$ cat config.mk
export PLATFORM = sky130hd
export DESIGN_NAME = poly_tone_gen_flat
export DESIGN_NICKNAME = d
export VERILOG_FILES = /design/src/rtl/poly_tone_gen_if.sv /design/src/rtl/poly_tone_gen.sv /design/src/flat_wrapper.sv
export SDC_FILE = /design/constraint.sdc
export NUM_CORES = 1
export LEC_CHECK = 0
export ABC_CLOCK_PERIOD_IN_PS = 3550
export CAP_MARGIN = 0
export CORE_AREA = 2 2 182 184
export CTS_CLUSTER_SIZE = 40
export DETAILED_ROUTE_END_ITERATION = 10
export DIE_AREA = 0 0 184 186
export PLACE_DENSITY = 0.69
export SLEW_MARGIN = 40
export SYNTH_ARGS = -nofsm -noshare
export SYNTH_HDL_FRONTEND = slang
export SYNTH_SLANG_ARGS = --single-unit
$ cat constraint.sdc
create_clock -name clk -period 3.55 [get_ports clk]
set_clock_uncertainty 0.2 [all_clocks]
set_input_delay 0.8875 -clock clk [delete_from_list [all_inputs] [get_ports clk]]
set_output_delay 0.8875 -clock clk [all_outputs]
set_load 0.02 [all_outputs]
$ cat src/rtl/poly_tone_gen_if.sv
// Key/speaker bundle for poly_tone_gen: raw key levels and octave in, debounced levels,
// edge pulses, per-voice tones and the mixed speaker bit out.
// There is no valid/ready handshake: inputs are free-running levels and outputs update every clock.
interface poly_tone_gen_if #(
   parameter int N_KEYS = 8
);
   logic [N_KEYS-1:0] key_i;
   logic [1:0]        oct_i;
   logic [N_KEYS-1:0] key_db_o;
   logic [N_KEYS-1:0] key_on_o;
   logic [N_KEYS-1:0] key_off_o;
   logic [N_KEYS-1:0] tone_o;
   logic              mix_o;

   modport master (
      output key_i, oct_i,
      input  key_db_o, key_on_o, key_off_o, tone_o, mix_o
   );

   modport slave (
      input  key_i, oct_i,
      output key_db_o, key_on_o, key_off_o, tone_o, mix_o
   );
endinterface

$ cat src/rtl/poly_tone_gen.sv
// Polyphonic square-wave tone generator: per-key sync + debounce, per-key half-period divider
// with octave shift, and a pulse-density mixer onto one speaker bit.
module poly_tone_gen #(
   parameter int N_KEYS     = 8,
   parameter int CNT_W      = 16,
   parameter int DEB_CYCLES = 4,
   parameter int DEB_W      = 3,
   parameter logic [N_KEYS*CNT_W-1:0] HALF_PERIOD = {
      16'd47783, 16'd42560, 16'd37925, 16'd35796,
      16'd31888, 16'd28409, 16'd25309, 16'd23887}
) (
   input  logic           clk,
   input  logic           rst_n,
   poly_tone_gen_if.slave bus
);

   localparam int SW = $clog2(N_KEYS + 1);

   logic [N_KEYS-1:0] s0, s1, db, key_on, key_off, tone;
   logic [DEB_W-1:0]  dcnt   [N_KEYS];
   logic [CNT_W-1:0]  cnt    [N_KEYS];
   logic [CNT_W-1:0]  hp_lat [N_KEYS];
   logic [CNT_W-1:0]  hp_eff [N_KEYS];
   logic [SW-1:0]     pcnt;
   logic [SW-1:0]     sum;
   logic              mix;

   // Shifted half-period, clamped so a very high octave still toggles every clock.
   always_comb begin
      for (int k = 0; k < N_KEYS; k++) begin
         hp_eff[k] = HALF_PERIOD[k*CNT_W +: CNT_W] >> bus.oct_i;
         if (hp_eff[k] == '0) hp_eff[k] = CNT_W'(1);
      end
   end

   always_comb begin
      sum = '0;
      for (int k = 0; k < N_KEYS; k++) sum = sum + SW'(tone[k]);
   end

   always_ff @(posedge clk or negedge rst_n) begin
      if (!rst_n) begin
         s0 <= '0;
         s1 <= '0;
      end else begin
         s0 <= bus.key_i;
         s1 <= s0;
      end
   end

   // Debounce: a level is accepted only after DEB_CYCLES consecutive differing samples.
   always_ff @(posedge clk or negedge rst_n) begin
      if (!rst_n) begin
         db      <= '0;
         key_on  <= '0;
         key_off <= '0;
         for (int k = 0; k < N_KEYS; k++) dcnt[k] <= '0;
      end else begin
         for (int k = 0; k < N_KEYS; k++) begin
            key_on[k]  <= 1'b0;
            key_off[k] <= 1'b0;
            if (s1[k] == db[k]) begin
               dcnt[k] <= '0;
            end else if (dcnt[k] == DEB_W'(DEB_CYCLES - 1)) begin
               db[k]      <= s1[k];
               dcnt[k]    <= '0;
               key_on[k]  <= s1[k];
               key_off[k] <= ~s1[k];
            end else begin
               dcnt[k] <= dcnt[k] + DEB_W'(1);
            end
         end
      end
   end

   // hp_lat only reloads at a half-period boundary so octave changes never cut a half short.
   always_ff @(posedge clk or negedge rst_n) begin
      if (!rst_n) begin
         tone <= '0;
         for (int k = 0; k < N_KEYS; k++) begin
            cnt[k]    <= '0;
            hp_lat[k] <= '0;
         end
      end else begin
         for (int k = 0; k < N_KEYS; k++) begin
            if (!db[k]) begin
               cnt[k]    <= '0;
               tone[k]   <= 1'b0;
               hp_lat[k] <= hp_eff[k];
            end else if (cnt[k] == hp_lat[k] - CNT_W'(1)) begin
               cnt[k]    <= '0;
               tone[k]   <= ~tone[k];
               hp_lat[k] <= hp_eff[k];
            end else begin
               cnt[k] <= cnt[k] + CNT_W'(1);
            end
         end
      end
   end

   always_ff @(posedge clk or negedge rst_n) begin
      if (!rst_n) begin
         pcnt <= '0;
         mix  <= 1'b0;
      end else begin
         pcnt <= (pcnt == SW'(N_KEYS - 1)) ? '0 : pcnt + SW'(1);
         mix  <= (pcnt < sum);
      end
   end

   assign bus.key_db_o  = db;
   assign bus.key_on_o  = key_on;
   assign bus.key_off_o = key_off;
   assign bus.tone_o    = tone;
   assign bus.mix_o     = mix;

endmodule
$ cat src/flat_wrapper.sv
// flat-port wrapper written by rule: the top's interface ports become plain ports
module poly_tone_gen_flat 
#(
   parameter int N_KEYS     = 8,
   parameter int CNT_W      = 16,
   parameter int DEB_CYCLES = 4,
   parameter int DEB_W      = 3,
   parameter logic [N_KEYS*CNT_W-1:0] HALF_PERIOD = {
      16'd47783, 16'd42560, 16'd37925, 16'd35796,
      16'd31888, 16'd28409, 16'd25309, 16'd23887}
)
  (clk, rst_n, bus_key_i, bus_oct_i, bus_key_db_o, bus_key_on_o, bus_key_off_o, bus_tone_o, bus_mix_o);
  poly_tone_gen_if #(.N_KEYS(N_KEYS)) bus_i ();
  input  logic clk;
  input  logic rst_n;
  input wire logic [$bits(bus_i.key_i)-1:0] bus_key_i;
  input wire logic [$bits(bus_i.oct_i)-1:0] bus_oct_i;
  output wire logic [$bits(bus_i.key_db_o)-1:0] bus_key_db_o;
  output wire logic [$bits(bus_i.key_on_o)-1:0] bus_key_on_o;
  output wire logic [$bits(bus_i.key_off_o)-1:0] bus_key_off_o;
  output wire logic [$bits(bus_i.tone_o)-1:0] bus_tone_o;
  output wire logic [$bits(bus_i.mix_o)-1:0] bus_mix_o;
  assign bus_i.key_i = bus_key_i;
  assign bus_i.oct_i = bus_oct_i;
  assign bus_key_db_o = bus_i.key_db_o;
  assign bus_key_on_o = bus_i.key_on_o;
  assign bus_key_off_o = bus_i.key_off_o;
  assign bus_tone_o = bus_i.tone_o;
  assign bus_mix_o = bus_i.mix_o;
  poly_tone_gen #(.N_KEYS(N_KEYS), .CNT_W(CNT_W), .DEB_CYCLES(DEB_CYCLES), .DEB_W(DEB_W), .HALF_PERIOD(HALF_PERIOD)) u_core (.clk(clk), .rst_n(rst_n), .bus(bus_i));
endmodule
Word-level counts from Yosys, hierarchy flattened --
Index checks and enable logic that the tools add are counted.
Operators by class: $lt $le $gt $ge 1, bitwise gates (word level) 24, mux-type cells 105, reductions and logical operators 16, eq/ne operators 33, shifts and indexed selects 8, $add $sub $neg 32
Operator list (count):
- $mux 16 | 40
- $add 16x1->16 const B | 8
- $eq 16x16->1 | 8
- $logic_not 16->1 | 8
- $sub 16x1->16 const B | 8
- $shr 15x2->16 const A | 4
- $shr 16x2->16 const A | 4
- $mux 1 | 48
- $mux 3 | 16
- $add 3x1->3 const B | 8
- $add 4x1->4 | 6
- $eq 3x2->1 const B | 8
- $not 1->1 | 24
- $ne 2x2->1 const B | 8
- $reduce_and 2->1 | 8
- $eq 1x1->1 | 8
- $add 4x1->4 const B | 1
- $eq 4x3->1 const B | 1
- $lt 4x4->1 | 1
- $mux 4 | 1
- $add 1x1->2 | 1
Word-level totals: output and inout port bits 33, word-level logic and storage cells 265, register bits after elaboration 333

Depth between registers and ports, before layout --
word-level depth 8, mapped depth 13, depth with buffers taken out 12

Least setup slack after synthesis --
No wires, ideal clock.
path kind reg-to-reg, start register u_core.tone[0], in the netlist u_core.bus.tone_o[0], end register u_core.mix, in the netlist u_core.bus.mix_o, buffers on the path 0, arrival 3205 ps, period minus slack after synthesis 3482 ps, stages on the path, launching flop included 12, slack 68 ps, path through dfrtp_1 ha_1 inv_1 fa_1 fa_1 fa_1 fa_1 ha_1 o21a_1 o21ai_0 nand2b_1 a21oi_1
On the way: longest elaborated chain between the ends 8
Ends and longest elaborated chain:
- start: declaration | line poly_tone_gen.sv:19 | logic [N_KEYS-1:0] s0, s1, db, key_on, key_off, tone;
- start signal: indexed assignment | line poly_tone_gen.sv:92 | tone[k] <= ~tone[k];
- $add 1x1->2 | line poly_tone_gen.sv:38 | for (int k = 0; k < N_KEYS; k++) sum = sum + SW'(tone[k]);
- $add 4x1->4 (6 in a row) | line poly_tone_gen.sv:38
- $lt 4x4->1 | line poly_tone_gen.sv:107 | mix <= (pcnt < sum);
- end signal: assignment | line poly_tone_gen.sv:107
- end: declaration | line poly_tone_gen.sv:26 | logic mix;
Every way passes these cells. A chain may end at the register's enable or synchronous reset.

Worst setup path after layout --
Same ends and word-level chain as after synthesis.

==> results.cfg <==
[global_routing]
first_global_vias = 10727
antenna_found_initial = 0
grt.total_usage_pct = 19.21
grt_max_degree = 76
grt_first_pass_wirelength_um = 54280
grt_overflow_total = 0

[layout]
multiInputGateArea_um2 = 7879
num-nets-final = 1656
fillCellCount = 2760
antenna_cells = 0
final_area_um2 = 17680
syn_to_final_growth_pct = 13.16
seq_area_um2 = 7207
final_cells = 2032
drive_above_1_share_pct = 9.914

[drt]
wl_per_cell_um = 15.61
first_iter_violations = 738
wl_um = 31730
ant_nets = 0
drcViolationCount = 0
vias = 11139
firstDrtPassIters = 5
avgViaCountPerCell = 5.482

[floorplanning]
start_util_pct = 48.50
die_y_um = 186
core_area_um2 = 32210
die-area_um2 = 34220
num_io_pins = 45
num_rows = 66
die_x_um = 184

[yosys]
yosysWarnings = 0
yosysUniqueCellTypes = 82
synth.area.top_cells = dfrtp_1 (46%), xnor2_1 (7.9%), xor2_1 (5.6%)
yosys_register_bits = 288
synth_largest_area_cell = dfrtp_1
synthCells = 1541
syn-num-nets = 1596
avgSynthCellArea_um2 = 10.14
ys_async_sr_fraction_pct = 100.0
synth_edf_count = 0
ys_seq_area_share_pct = 46.14
synth_area_um2 = 15620
yosys.area.top_type_share_pct = 46.14
ys_dominant_reg_cell = dfrtp_1

[power]
leakagePower_nw = 7.651
power_density_nw_per_um2 = 653.0
finalPower_mw = 11.54
ir_drop_v = 0.0004917

[clocking]
clk_pin_slew_ns = 0.06
clk_latency_ns = 0.56
post_cts_buffers = 0
cts.sinks = 288
cts_buffers = 31
cts_tree = yes
clockRootBuffer = clkbuf_16
htreeDepth = 1
cts_buffer_depth = 3

[critical_path]
required_ns = 3.84
cp.arrival_ns = 3.73
end_kind = flop
start_kind = flop
worstPathMaxFanout = 2
path_class = flop to flop

[sta]
setup_viol = 0
hold_viol_final = 0
finalCriticalPeriod_ns = 3.446
tightest_slew_ns = 0.7416
maxSlewHeadroom_pct = 50.10
grt_setup_unrepaired = yes
holdWs_ns = 0.09048
fmax_mhz = 290.2
fin_crit_sh_pct = 97.08
finalMaxSlewViolations = 0

[place]
gp_congestion = 0.8848
place_area_um2 = 16640
dp_hpwl_um = 22640
portBuffers = 44
placed_cells = 1976

[min_path]
min_path_type = primary input to asynchronous set/reset pin

[status]
status = finished clean

[job]
cap_violations = 0
==> cell usage after synthesis (8+ instances only) <==
library cell and n:
mux2_2 49, or3_1 12, ha_1 39, o21ai_0 22, a21oi_1 24, and3b_1 12, a211oi_1 9, o211ai_1 11
a31oi_1 16, inv_1 75, nor2_1 184, nand2_1 72, nor4_1 24, nand4_1 25, nor2b_1 18, xnor2_1 141
xor2_1 99, dfrtp_1 288, and3_1 27, and2_1 23, nor3_1 38, mux2i_1 45, nand3_1 74, or4_1 11
o22ai_1 8, clkbuf_1 32, nor3b_1 24, buf_2 14, nand2b_1 14
==> final timing paths <==
| kind | slack [ns] | endpoint | depth (start not counted) | startpoint |
|---|---|---|---|---|
| min reg2reg | 0.15 | u_core.s1[7]$_DFF_PN0_ | 0 | u_core.s0[7]$_DFF_PN0_ |
| min | 0.09 | u_core.cnt[106]$_DFF_PN0_ | 1 | rst_n |
| max reg2reg | 0.10 | u_core.bus.mix_o$_DFF_PN0_ | 11 | u_core.bus.tone_o[0]$_DFFE_PN0P_ |
| max in group asynchronous | 2.23 | u_core.bus.key_db_o[6]$_DFFE_PN0P_ | 2 | rst_n |
| max | 0.10 | u_core.bus.mix_o$_DFF_PN0_ | 11 | u_core.bus.tone_o[0]$_DFFE_PN0P_ |
| min in group clk | 0.15 | u_core.s1[7]$_DFF_PN0_ | 0 | u_core.s0[7]$_DFF_PN0_ |
==> layer usage <==
metal	GRT usage, %	part of all wire [%]	up-vias
met1	27.70	48	5470
li1	-	-	5466
met2	30.94	46	162
met3	2.211	3.3	41
met4	4.928	2.3	0
met5	0	0	-
==> placed cells by master (no fill, tap or decap), types with 5 or more instances in the layout <==
cell,count
dfrtp_1,288
nor2_1,184
xnor2_1,141
xor2_1,99
inv_1,75
nand3_1,74
nand2_1,72
mux2_2,49
mux2i_1,45
clkdlybuf4s50_1,43
ha_1,39
nor3_1,38
buf_4,37
clkbuf_16,31
and3_1,27
nand4_1,25
nor3b_1,24
a21oi_1,24
nor4_1,24
and2_1,23
o21ai_0,21
nor2b_1,18
a31oi_1,16
nand2b_1,14
or3_1,12
and3b_1,12
o211ai_1,11
or4_1,11
clkbuf_1,10
a211oi_1,9
o22ai_1,8
clkbuf_8,8
o31ai_1,6
o311ai_0,6
nand3b_1,5
==> sequential cells by signal (all words and copies together) (netlist names) <==
| signal | count |
|---|---|
| u_core.s0 | 8 |
| u_core.bus.key_on_o | 8 |
| u_core.s1 | 8 |
| u_core.dcnt | 24 |
| u_core.hp_lat | 83 |
| u_core.cnt | 128 |
| u_core.bus.mix_o | 1 |
| u_core.bus.tone_o | 8 |
| u_core.bus.key_db_o | 8 |
| u_core.pcnt | 4 |
| u_core.bus.key_off_o | 8 |
==> timing repair <==
item                                    in CTS  in global routing
hold buffers                                 0                  0
endpoints found under the setup margin       0                  7
resized for setup                            0                  3
==> where the power goes <==
group	leakage (nW)	internal (mW)	switching, mW
Clock	0.496	1.91	1.27
Combinational	3.42	1.75	1.94
Sequential	3.73	3.87	0.806
Total	7.65	7.53	4.01
==> critical path: stages, from the launching register on <==
cell	delay, ns
dfrtp_1	0.39
ha_1	0.28
inv_1	0.04
fa_1	0.49
fa_1	0.44
fa_2	0.37
fa_1	0.45
ha_1	0.29
o21a_1	0.11
o21ai_1	0.12
nand2b_1	0.07
a21oi_1	0.14
==> layout make-up <==
class                   count  area share [%]
clock buffers              49           5.224
clock inverters             7          0.5167
inverters                  75           1.593
multi-input cells        1121           44.57
flip-flops and latches    288           40.77
well taps                 408           2.888
repair buffers             84           4.431
==> stage by stage <==
stage / util (%) / setup slack [ns] / TNS [ns]
final: 54.88 / 0.1038 / 0
after floorplan: - / 0.06754 / 0
after detailed placement: 51.68 / 0.04851 / 0
after global routing: 54.88 / -0.02964 / -0.02964
after CTS: 54.83 / 0.006145 / 0
after global placement: 51.68 / 0.1125 / 0
==> cell families after synthesis <==
family / after synthesis / share of synthesized area, %
simple gates: 588 / 19.48
flops: 288 / 46.14
xor+xnor: 240 / 13.46
compound gates: 155 / 7.274
buf+inv: 132 / 3.525
mux: 95 / 6.488
fa+ha+maj: 43 / 3.637
No activity file was read; power rests on OpenSTA's default activity.
